==> config.mk <==
export PLATFORM = sky130hd
export DESIGN_NAME = if_fetch_queue
export DESIGN_NICKNAME = d
export VERILOG_FILES = /design/src/rtl/if_fetch_queue.sv
export SDC_FILE = /design/constraint.sdc
export NUM_CORES = 1
export LEC_CHECK = 0
export CORE_UTILIZATION = 40
export DETAILED_ROUTE_END_ITERATION = 12
export PLACE_DENSITY = 0.69
export SLEW_MARGIN = 15
export SYNTH_ARGS = -nofsm -noshare
export SYNTH_HDL_FRONTEND = slang
export SYNTH_SLANG_ARGS = --single-unit
==> constraint.sdc <==
create_clock -name clk -period 6.1 [get_ports clk]
set_input_delay 0.915 -clock clk [delete_from_list [all_inputs] [get_ports clk]]
set_output_delay 0.915 -clock clk [all_outputs]
set_load 0.05 [all_outputs]
==> src/rtl/if_fetch_queue.sv <==
// Instruction-fetch stage: owns the PC, drives the instruction ROM and queues {pc, inst} pairs for ID.
// Optional performance counters are enabled with the IF_PERF_CNT_EN macro.
module if_fetch_queue #(
  parameter int unsigned FIFO_DEPTH = 2,
  parameter logic [31:0] RESET_PC   = 32'h0000_0000
) (
  input  logic        clk,
  input  logic        rst,
  input  logic        branch_flag_i,
  input  logic [31:0] branch_target_addr_i,
  output logic        rom_ce_o,
  output logic [31:0] rom_addr_o,
  input  logic [31:0] rom_inst_i,
  output logic        id_valid_o,
  output logic [31:0] id_pc_o,
  output logic [31:0] id_inst_o,
  input  logic        id_ready_i
`ifdef IF_PERF_CNT_EN
  ,
  output logic [31:0] if_fetch_cnt_o,
  output logic [31:0] if_stall_cnt_o
`endif
);

  localparam int unsigned PtrW = (FIFO_DEPTH > 1) ? $clog2(FIFO_DEPTH) : 1;
  localparam int unsigned CntW = PtrW + 1;
  localparam logic [CntW-1:0] FullCnt = CntW'(FIFO_DEPTH);

  typedef enum logic [0:0] {StIdle, StRun} state_e;

  state_e state_q, state_d;

  logic [31:0]     pc_q, pc_d;
  logic [PtrW-1:0] wr_ptr_q, wr_ptr_d;
  logic [PtrW-1:0] rd_ptr_q, rd_ptr_d;
  logic [CntW-1:0] count_q, count_d;

  logic [31:0] pc_mem   [FIFO_DEPTH];
  logic [31:0] inst_mem [FIFO_DEPTH];

  logic push;
  logic pop;
  logic pop_eff;

  // Redirect targets are word aligned; the low bits are intentionally dropped.
  logic unused_target_lsb;
  assign unused_target_lsb = ^branch_target_addr_i[1:0];

  // FSM: IDLE only directly after reset, RUN forever after.
  always_ff @(posedge clk) begin
    if (rst) begin
      state_q <= StIdle;
    end else begin
      state_q <= state_d;
    end
  end

  always_comb begin
    state_d  = state_q;
    rom_ce_o = 1'b0;
    unique case (state_q)
      StIdle: state_d = StRun;
      StRun: begin
        state_d  = StRun;
        rom_ce_o = 1'b1;
      end
      default: state_d = StIdle;
    endcase
  end

  assign rom_addr_o = pc_q;

  assign id_valid_o = (count_q != '0);
  assign pop        = id_valid_o & id_ready_i;
  // A redirect discards the queue, so a coincident handshake does not retire anything.
  assign pop_eff    = pop & ~branch_flag_i;
  assign push       = rom_ce_o & ~branch_flag_i & ((count_q < FullCnt) | pop);

  always_comb begin
    pc_d     = pc_q;
    wr_ptr_d = wr_ptr_q;
    rd_ptr_d = rd_ptr_q;
    count_d  = count_q;
    if (branch_flag_i) begin
      pc_d     = {branch_target_addr_i[31:2], 2'b00};
      wr_ptr_d = '0;
      rd_ptr_d = '0;
      count_d  = '0;
    end else begin
      if (push) begin
        pc_d     = pc_q + 32'd4;
        wr_ptr_d = wr_ptr_q + 1'b1;
      end
      if (pop_eff) begin
        rd_ptr_d = rd_ptr_q + 1'b1;
      end
      count_d = count_q + CntW'(push) - CntW'(pop_eff);
    end
  end

  always_ff @(posedge clk) begin
    if (rst) begin
      pc_q     <= RESET_PC;
      wr_ptr_q <= '0;
      rd_ptr_q <= '0;
      count_q  <= '0;
    end else begin
      pc_q     <= pc_d;
      wr_ptr_q <= wr_ptr_d;
      rd_ptr_q <= rd_ptr_d;
      count_q  <= count_d;
    end
  end

  // Storage needs no reset: the head is masked whenever the queue is empty.
  always_ff @(posedge clk) begin
    if (!rst && push) begin
      pc_mem[wr_ptr_q]   <= pc_q;
      inst_mem[wr_ptr_q] <= rom_inst_i;
    end
  end

  assign id_pc_o   = id_valid_o ? pc_mem[rd_ptr_q]   : 32'h0000_0000;
  assign id_inst_o = id_valid_o ? inst_mem[rd_ptr_q] : 32'h0000_0000;

`ifdef IF_PERF_CNT_EN
  logic [31:0] fetch_cnt_q, fetch_cnt_d;
  logic [31:0] stall_cnt_q, stall_cnt_d;

  always_comb begin
    fetch_cnt_d = fetch_cnt_q;
    stall_cnt_d = stall_cnt_q;
    if (pop_eff) begin
      fetch_cnt_d = fetch_cnt_q + 32'd1;
    end
    if ((state_q == StRun) && !push && !branch_flag_i) begin
      stall_cnt_d = stall_cnt_q + 32'd1;
    end
  end

  always_ff @(posedge clk) begin
    if (rst) begin
      fetch_cnt_q <= 32'd0;
      stall_cnt_q <= 32'd0;
    end else begin
      fetch_cnt_q <= fetch_cnt_d;
      stall_cnt_q <= stall_cnt_d;
    end
  end

  assign if_fetch_cnt_o = fetch_cnt_q;
  assign if_stall_cnt_o = stall_cnt_q;
`endif

  a_count_bound : assert property (@(posedge clk) disable iff (rst) count_q <= FullCnt);

endmodule

==> flow_summary.ini, run 1 <==
[setup_path]
crit_required_ps = 6180
cp_max_fo = 52
crit_type = input port to register
r2r-start = count_q[1]
worstReg2RegEnd = inst_mem[0][7]
rr_worst_depth = 4
start_kind = input port
endpoint_kind = register
crit_arrival_ps = 3760
regToRegSetupSlack_ps = 3460

[drt]
drtIter0Drc = 298
vias = 4864
drc = 0
routed_wl_mm = 16.3
wl_per_cell_um = 17.9
drt_first_pass_iters = 5
via_per_inst = 5.34
ant_nets = 0

[logic_synthesis]
avgSynthCellArea_um2 = 13.1
synth_warnings = 0
synth_cell_types = 51
ys_seq_elements = 160
synth_edf_count = 124
syn_area_um2 = 6900
synthFlopType = edfxtp_1
ys_seq_area_share_pct = 64.4
synthCells = 528
async_reset_ff_share_pct = 0

[global_routing]
grt_start_max_net_pins = 63
grtUsageTotal_pct = 18.8
met2_usage_pct = 32.3
antenna_found_initial = 0
grt_overflow = 0
grt_util_met1_pct = 23.6
grt_pass1_vias = 4757
grt_pass1_wl_mm = 25.5
grt.busiest_layer = met2
use_met3_pct = 4.49

[placement]
place.gp.congestion = 0.843
dp.final_hpwl_mm = 10.8
port_buffers = 159
dp_cells = 880
dp_slack_ps = 2010

[clock_network]
post-cts-setup-buffers = 0
clock-root-buffer = clkbuf_16
clk_latency_ps = 420
post_cts_resized = 0
tritoncts.num_buffers = 17
tritoncts = yes
cts_hold_buf = 0
clk_pin_slew_ps = 60
htree_levels = 4
cts_buffer_depth = 2
clock-sinks = 160

[run]
drv_cap = 0

[worst_hold_path]
min_to = rd_ptr_q
hold_class = register to register
holdCritStartpoint = rd_ptr_q
holdPathStages = 2

[power]
p_seq_share_pct = 48.4
combPwrFrac_pct = 11.4
p_int_uw = 1960
pwr-share-clk_pct = 40.2
pwr_density_cell_nw_per_um2 = 279
finalPower_uw = 2580
p_sw_share_pct = 24.0
netSwitchingPower_uw = 619
ir_drop_uv = 209
p_leak_uw = 0.00295

[sta]
tightest_slew_ps = 1170
fin_crit_sh_pct = 60.4
clock.fmax_mhz = 272
relSlewSlack_pct = 21.9
period_needed_ps = 3680
setup_ws_ps = 2420
drv_slew = 0
hold_violations = 0
rsz0062_at_grt = false
skew_ps = 13.2
setup_violations = 0

[finish]
final_nets = 750
antenna_cells = 0
drive_above_1_share_pct = 7.24
area_growth_pct = 34.0
fin_cells = 911

[die]
die_width_um = 133
start_util_pct = 41.3
coreArea_um2 = 16700
die_area_um2 = 17800
rows = 47
die_y_um = 133
io_pins = 166

[run_status]
outcome = completed
==> cell usage after synthesis, types with 6 or more instances <==
library cell | count | share of area, %
nor4_1 | 6 | 0.54
nand2_1 | 15 | 0.82
o21ai_0 | 6 | 0.44
nor3_1 | 8 | 0.58
o31ai_1 | 7 | 0.76
edfxtp_1 | 124 | 54
a211oi_1 | 6 | 0.65
buf_4 | 6 | 0.65
nor2_1 | 89 | 4.8
xnor2_1 | 6 | 0.76
and4_1 | 6 | 0.76
buf_2 | 8 | 0.58
mux2i_1 | 62 | 9.0
and3_1 | 7 | 0.63
dfxtp_1 | 36 | 10
a311o_1 | 8 | 1.2
nand4_1 | 13 | 1.2
nor2b_1 | 11 | 1.0
nand3_1 | 10 | 0.73
clkbuf_1 | 17 | 0.92
o2111a_1 | 6 | 0.98
inv_1 | 8 | 0.44
a311oi_1 | 10 | 1.3
==> per-stage QoR <==
step	cell area, µm²	hold slack [ps]	utilization, %	setup TNS (ps)
final	9250	509	55.4	0
after global routing	9250	548	55.4	0
after CTS	9250	511	55.4	0
after detailed placement	8670	493	51.9	0
after global placement	8670	482	51.9	0
after floorplan	6910	472	-	-8110
==> area by class of cell <==
| class | count | area [µm²] |
|---|---|---|
| Fill cell | 1406 | 7450 |
| Multi-Input combinational cell | 327 | 2260 |
| Timing Repair Buffer | 164 | 1650 |
| Inverter | 9 | 33.8 |
| Clock buffer | 18 | 429 |
| Tap cell | 220 | 275 |
| Clock inverter | 13 | 146 |
| Sequential cell | 160 | 4450 |
==> layer usage <==
layer | part of all wire [%] | up-vias
met5 | 0 | -
met4 | 1.2 | 0
met3 | 6.3 | 23
met2 | 50 | 190
met1 | 42 | 2353
li1 | - | 2298
==> placed cells by master (no fill, tap or decap), types with 8 or more instances in the layout <==
master / synthesis / routed
nand2_1: 15 / 15
nor2_1: 89 / 88
inv_1: 8 / 8
dfxtp_1: 36 / 35
clkdlybuf4s50_1: 0 / 159
mux2i_1: 62 / 62
edfxtp_1: 124 / 124
nor2b_1: 11 / 11
a311oi_1: 10 / 10
a311o_1: 8 / 8
nand4_1: 13 / 13
nand3_1: 10 / 10
clkbuf_16: 0 / 17
==> critical path: stages <==
cell             delay [ps]
clkdlybuf4s50_1         930
or2_2                   660
nor3_2                  840
buf_12                  390
==> worst max-delay path by stage <==
stage | from | to | slack (ps) | cells after the start
after floorplan | id_ready_i | inst_mem[0][0] | -70 | 4
after global placement | rst | inst_mem[0][24] | 2090 | 4
after detailed placement | rst | inst_mem[0][24] | 2010 | 4
after CTS | register | id_pc_o[2] | 2420 | 3
after global routing | rst | inst_mem[0][23] | 2270 | 4
final | rst | inst_mem[0][7] | 2420 | 4
==> cell families (layout without fill, tap and decap cells) <==
logic type	Yosys count	count (layout)	share of synthesized area [%]
simple gates	189	189	14.0
buf+inv	44	204	3.23
mux	62	62	9.00
xor+xnor	11	11	1.40
other cells	1	4	0.0544
flops	160	160	64.4
compound gates	58	58	7.34
fa+ha+maj	3	3	0.544
==> power groups by stage <==
stage	Combinational, µW	Clock [µW]	Sequential [µW]
CTS	295	1050	1250
global route	310	1100	1250
floorplan	128	0	1310
detailed placement	294	0	1270
finish	294	1030	1250
global placement	290	0	1270
==> registers in the layout, indices dropped and copies added (netlist names), named ones only <==
signal      count
rom_addr_o     30
rd_ptr_q        1
pc_mem         60
state_q         1
count_q         2
inst_mem       64
wr_ptr_q        1
(Power assumes the default switching activity.)
==> run 2: changes to the inputs <==
- PLACE_DENSITY: 0.69 -> 0.67
- clock period: 6.1 -> 3.58 ns (I/O delays scaled with it)
==> flow_summary.ini, run 2 (synthesis gave the netlist of run 1 again) <==
[run_status]
outcome = completed

[drt]
via_per_inst = 5.30
ant_nets = 0
drt_first_pass_iters = 5
routed_wl_mm = 16.2
vias = 4879
wl_per_cell_um = 17.6
drc = 0
drtIter0Drc = 392

[clock_network]
clk_latency_ps = 410
htree_levels = 4
clk_pin_slew_ps = 60
post-cts-setup-buffers = 0
post_cts_resized = 0
clock-root-buffer = clkbuf_16
tritoncts = yes
cts_buffer_depth = 2
clock-sinks = 160
cts_hold_buf = 0
tritoncts.num_buffers = 17

[placement]
port_buffers = 159
dp.final_hpwl_mm = 10.8
place.gp.congestion = 0.814
postPlaceCellArea_um2 = 8760

[worst_hold_path]
holdPathStages = 2
holdCritStartpoint = rd_ptr_q
min_to = rd_ptr_q
hold_class = register to register

[sta]
drv_slew = 0
relSlewSlack_pct = 57.1
setup_violations = 0
clock.fmax_mhz = 326
skew_ps = 6.47
fin_crit_sh_pct = 85.6
period_needed_ps = 3070
tightest_slew_ps = 640
hold_violations = 0
rsz0062_at_grt = false

[global_routing]
grt_pass1_wl_mm = 25.4
grt_pass1_vias = 4809
grtUsageTotal_pct = 18.5
grt_overflow = 0
antenna_found_initial = 0
grt_start_max_net_pins = 63

[power]
p_leak_uw = 0.00298
pwr_density_cell_nw_per_um2 = 457
finalPower_uw = 4250
ir_drop_uv = 318

[die]
start_util_pct = 41.3
coreArea_um2 = 16700
io_pins = 166
die_area_um2 = 17800
die_y_um = 133
die_width_um = 133
rows = 47

[finish]
final_cell_mix = 159 x clkdlybuf4s50_1, 124 x edfxtp_1, 88 x nor2_1
fillers = 1399
final_cell_area_um2 = 9300
layout_commonest_cell = clkdlybuf4s50_1
largest_reg_flops = 64
final_nets = 758
regMostFlops = inst_mem
drive_above_1_share_pct = 9.00
antenna_cells = 0
regArea_um2 = 4450
area_growth_pct = 34.7
multi_input_area_um2 = 2270

[setup_path]
rr_worst_depth = 4
critPathBufInv = 2
crit_required_ps = 3040
start_kind = register
regToRegSetupSlack_ps = 1420
slowest_stage = clkdlybuf4s50_1
endpoint_kind = output port
crit_family = buffers and inverters
crit_path_cell_trace = buf_4 > mux2i_1 > nor2_1 > clkdlybuf4s50_1
cp_max_fo = 32
r2r-start = rom_addr_o[12]
crit_type = register to output port
crit_arrival_ps = 2530
max_stage_delay_ps = 810
worstReg2RegEnd = rom_addr_o[31]

[run]
drv_cap = 0
==> run 2: how the worst max path moves through the flow <==
stage | to | depth (start not counted) | slack [ps]
global placement | inst_mem[0][20] | 5 | 780
floorplan | inst_mem[0][0] | 2 | -370
global route | id_inst_o[29] | 4 | 380
detailed placement | inst_mem[0][12] | 5 | 740
CTS | id_inst_o[29] | 4 | 460
finish | id_inst_o[29] | 4 | 510
==> run 2: cell type report <==
cell class,count,share of cell area (%)
Tap cell,220,2.96
Inverter,9,0.363
Clock inverter,15,1.21
Timing Repair Buffer,172,18.6
Sequential cell,160,47.9
Clock buffer,17,4.58
Multi-Input combinational cell,327,24.5
==> run 2: layer usage <==
metal / vias to the layer above / GRT usage, % / wire, µm
met5: - / 0 / 0
met4: 0 / 7.01 / 308
met3: 21 / 3.65 / 934
met2: 199 / 31.1 / 7780
met1: 2350 / 23.7 / 7130
li1: 2309 / - / -
==> run 2: worst min-delay path: stages, from the launching register on <==
cell and delay [ps]:
dfxtp_1 320, xor2_1 80, nor2_1 80
==> run 2: power by group <==
group          internal (µW)  switching [µW]  total [µW]  leakage [µW]
clock network            891             730        1620      0.000250
registers               2060            63.6        2120       0.00145
logic                    200             307         507       0.00128
total                   3150            1100        4250       0.00298
==> run 2: through the flow <==
stage                     setup TNS (ps)  instances  util, %  setup slack [ps]  hold slack [ps]
after floorplan                   -46040        531        -              -371              472
after global placement                 0        888     52.4               780              482
after detailed placement               0        888     52.4               738              498
after CTS                              0        920     55.7               462              515
after global routing                   0        920     55.7               384              547
final                                  0        920     55.7               514              517
==> run 3: changes to the inputs <==
- CELL_PAD_IN_SITES_DETAIL_PLACEMENT: not set -> 1
- CELL_PAD_IN_SITES_GLOBAL_PLACEMENT: not set -> 1
- PLACE_DENSITY: 0.67 -> 0.79
==> flow_summary.ini, run 3 (synthesis gave the netlist of run 1 again) <==
[run_status]
outcome = completed

[clock_network]
clock-sinks = 160
post_cts_resized = 0
htree_levels = 4
cts_buffer_depth = 2
clk_latency_ps = 430
clk_pin_slew_ps = 60
post-cts-setup-buffers = 0
tritoncts = yes
cts_hold_buf = 0
tritoncts.num_buffers = 17
clock-root-buffer = clkbuf_16

[finish]
area_growth_pct = 35.7
final_nets = 756
fillers = 1708
regMostFlops = inst_mem
drive_above_1_share_pct = 8.74
largest_reg_flops = 64
final_cell_mix = 159 x clkdlybuf4s50_1, 124 x edfxtp_1, 88 x nor2_1
layout_commonest_cell = clkdlybuf4s50_1
regArea_um2 = 4450
antenna_cells = 0
multi_input_area_um2 = 2270

[drt]
wl_per_cell_um = 19.4
via_per_inst = 5.36
wl_met3_mm = 1.01
met1_length_mm = 7.49
drc = 0
ant_nets = 0
top_layer = met4
vias = 4925
routed_wl_mm = 17.8
drtIter0Drc = 274
drt_first_pass_iters = 4
dr_wl_met2_mm = 9.07

[setup_path]
max_stage_delay_ps = 830
endpoint_kind = output port
crit_path_cell_trace = buf_12 > mux2i_1 > nor2_1 > clkdlybuf4s50_1
regToRegSetupSlack_ps = 1250
r2r-start = count_q[1]
rr_worst_depth = 11
crit_required_ps = 3040
critPathBufInv = 2
worstReg2RegEnd = count_q[1]
crit_type = register to output port
start_kind = register
slowest_stage = clkdlybuf4s50_1
cp_max_fo = 31
crit_arrival_ps = 2520
cp.depth = 4
crit_family = buffers and inverters

[die]
die_area_um2 = 17800
coreArea_um2 = 16700
rows = 47
die_width_um = 133
io_pins = 166
start_util_pct = 41.3
die_y_um = 133

[sta]
timing.hold.ws_ps = 521
setup_ws_ps = 520
relSlewSlack_pct = 53.6
fin_tns_setup_ps = 0
drv_slew = 0
period_needed_ps = 3060
setup_violations = 0
skew_ps = 9.53
clock.fmax_mhz = 327
tightest_slew_ps = 693
rsz0062_at_grt = false
hold_violations = 0
fin_crit_sh_pct = 85.5

[worst_hold_path]
min_to = rd_ptr_q
holdCritStartpoint = rd_ptr_q
holdPathStages = 2
hold_class = register to register

[placement]
place.gp.congestion = 0.810
dp.final_hpwl_mm = 12.0
dp_slack_ps = 727
port_buffers = 159

[power]
p_leak_uw = 0.00301
pwr_density_cell_nw_per_um2 = 481
ir_drop_uv = 350

[global_routing]
antenna_found_initial = 0
grt_pass1_wl_mm = 28.3
grt_start_max_net_pins = 63
grtUsageTotal_pct = 20.8
grt_overflow = 0
grt_pass1_vias = 5223

[run]
drv_cap = 0
==> run 3: changes by cell type in the layout (fill, tap and decap cells not counted), sizes merged <==
cell / change
clkinvlp: -2
clkinv: -3
buf: -2
inv: +1
clkbuf: +1
bufinv: +3
==> run 3: layout make-up <==
class                   instances  share of cell area (%)
clock buffers                  18                    4.58
multi-input cells             327                    24.3
repair buffers                170                    18.4
clock inverters                14                    1.91
inverters                       9                   0.361
flip-flops and latches        160                    47.5
well taps                     220                    2.94
==> run 3: through the flow <==
step | utilization (%) | power, µW | cells | instance area, µm²
floorplan | - | 2450 | 531 | 6920
global placement | 52.4 | 2660 | 886 | 8750
detailed placement | 52.4 | 2680 | 886 | 8750
CTS | 56.1 | 4540 | 918 | 9360
global route | 56.1 | 4640 | 918 | 9360
finish | 56.1 | 4500 | 918 | 9360
==> run 3: worst max path at each step <==
| stage | startpoint | slack, ps | endpoint |
|---|---|---|---|
| after global placement | id_ready_i | 830 | pc_mem[1][7] |
| final | register | 520 | id_pc_o[2] |
| after CTS | register | 460 | id_pc_o[2] |
| after global routing | register | 380 | id_pc_o[2] |
| after floorplan | state_q | -370 | inst_mem[0][0] |
| after detailed placement | id_ready_i | 730 | inst_mem[0][7] |
==> run 3: worst min-delay path: cells and delay by family, from the launching register on <==
kind | cells | cell delay (ps)
xor gates and xnor gates | 1 | 90
DFF | 1 | 320
and+or+nand+nor | 1 | 70
==> run 3: report_power, final <==
group / switching (µW) / total [µW] / internal [µW]
sequential: 67.7 / 2130 / 2060
clock: 754 / 1860 / 1110
combinational: 312 / 513 / 201
total: 1130 / 4500 / 3370
==> run 3: routing by layer <==
layer / vias to the layer above / GRT usage, %
met5: - / 0
met4: 0 / 7.83
met3: 27 / 4.41
met2: 164 / 35.4
met1: 2426 / 25.9
li1: 2308 / -
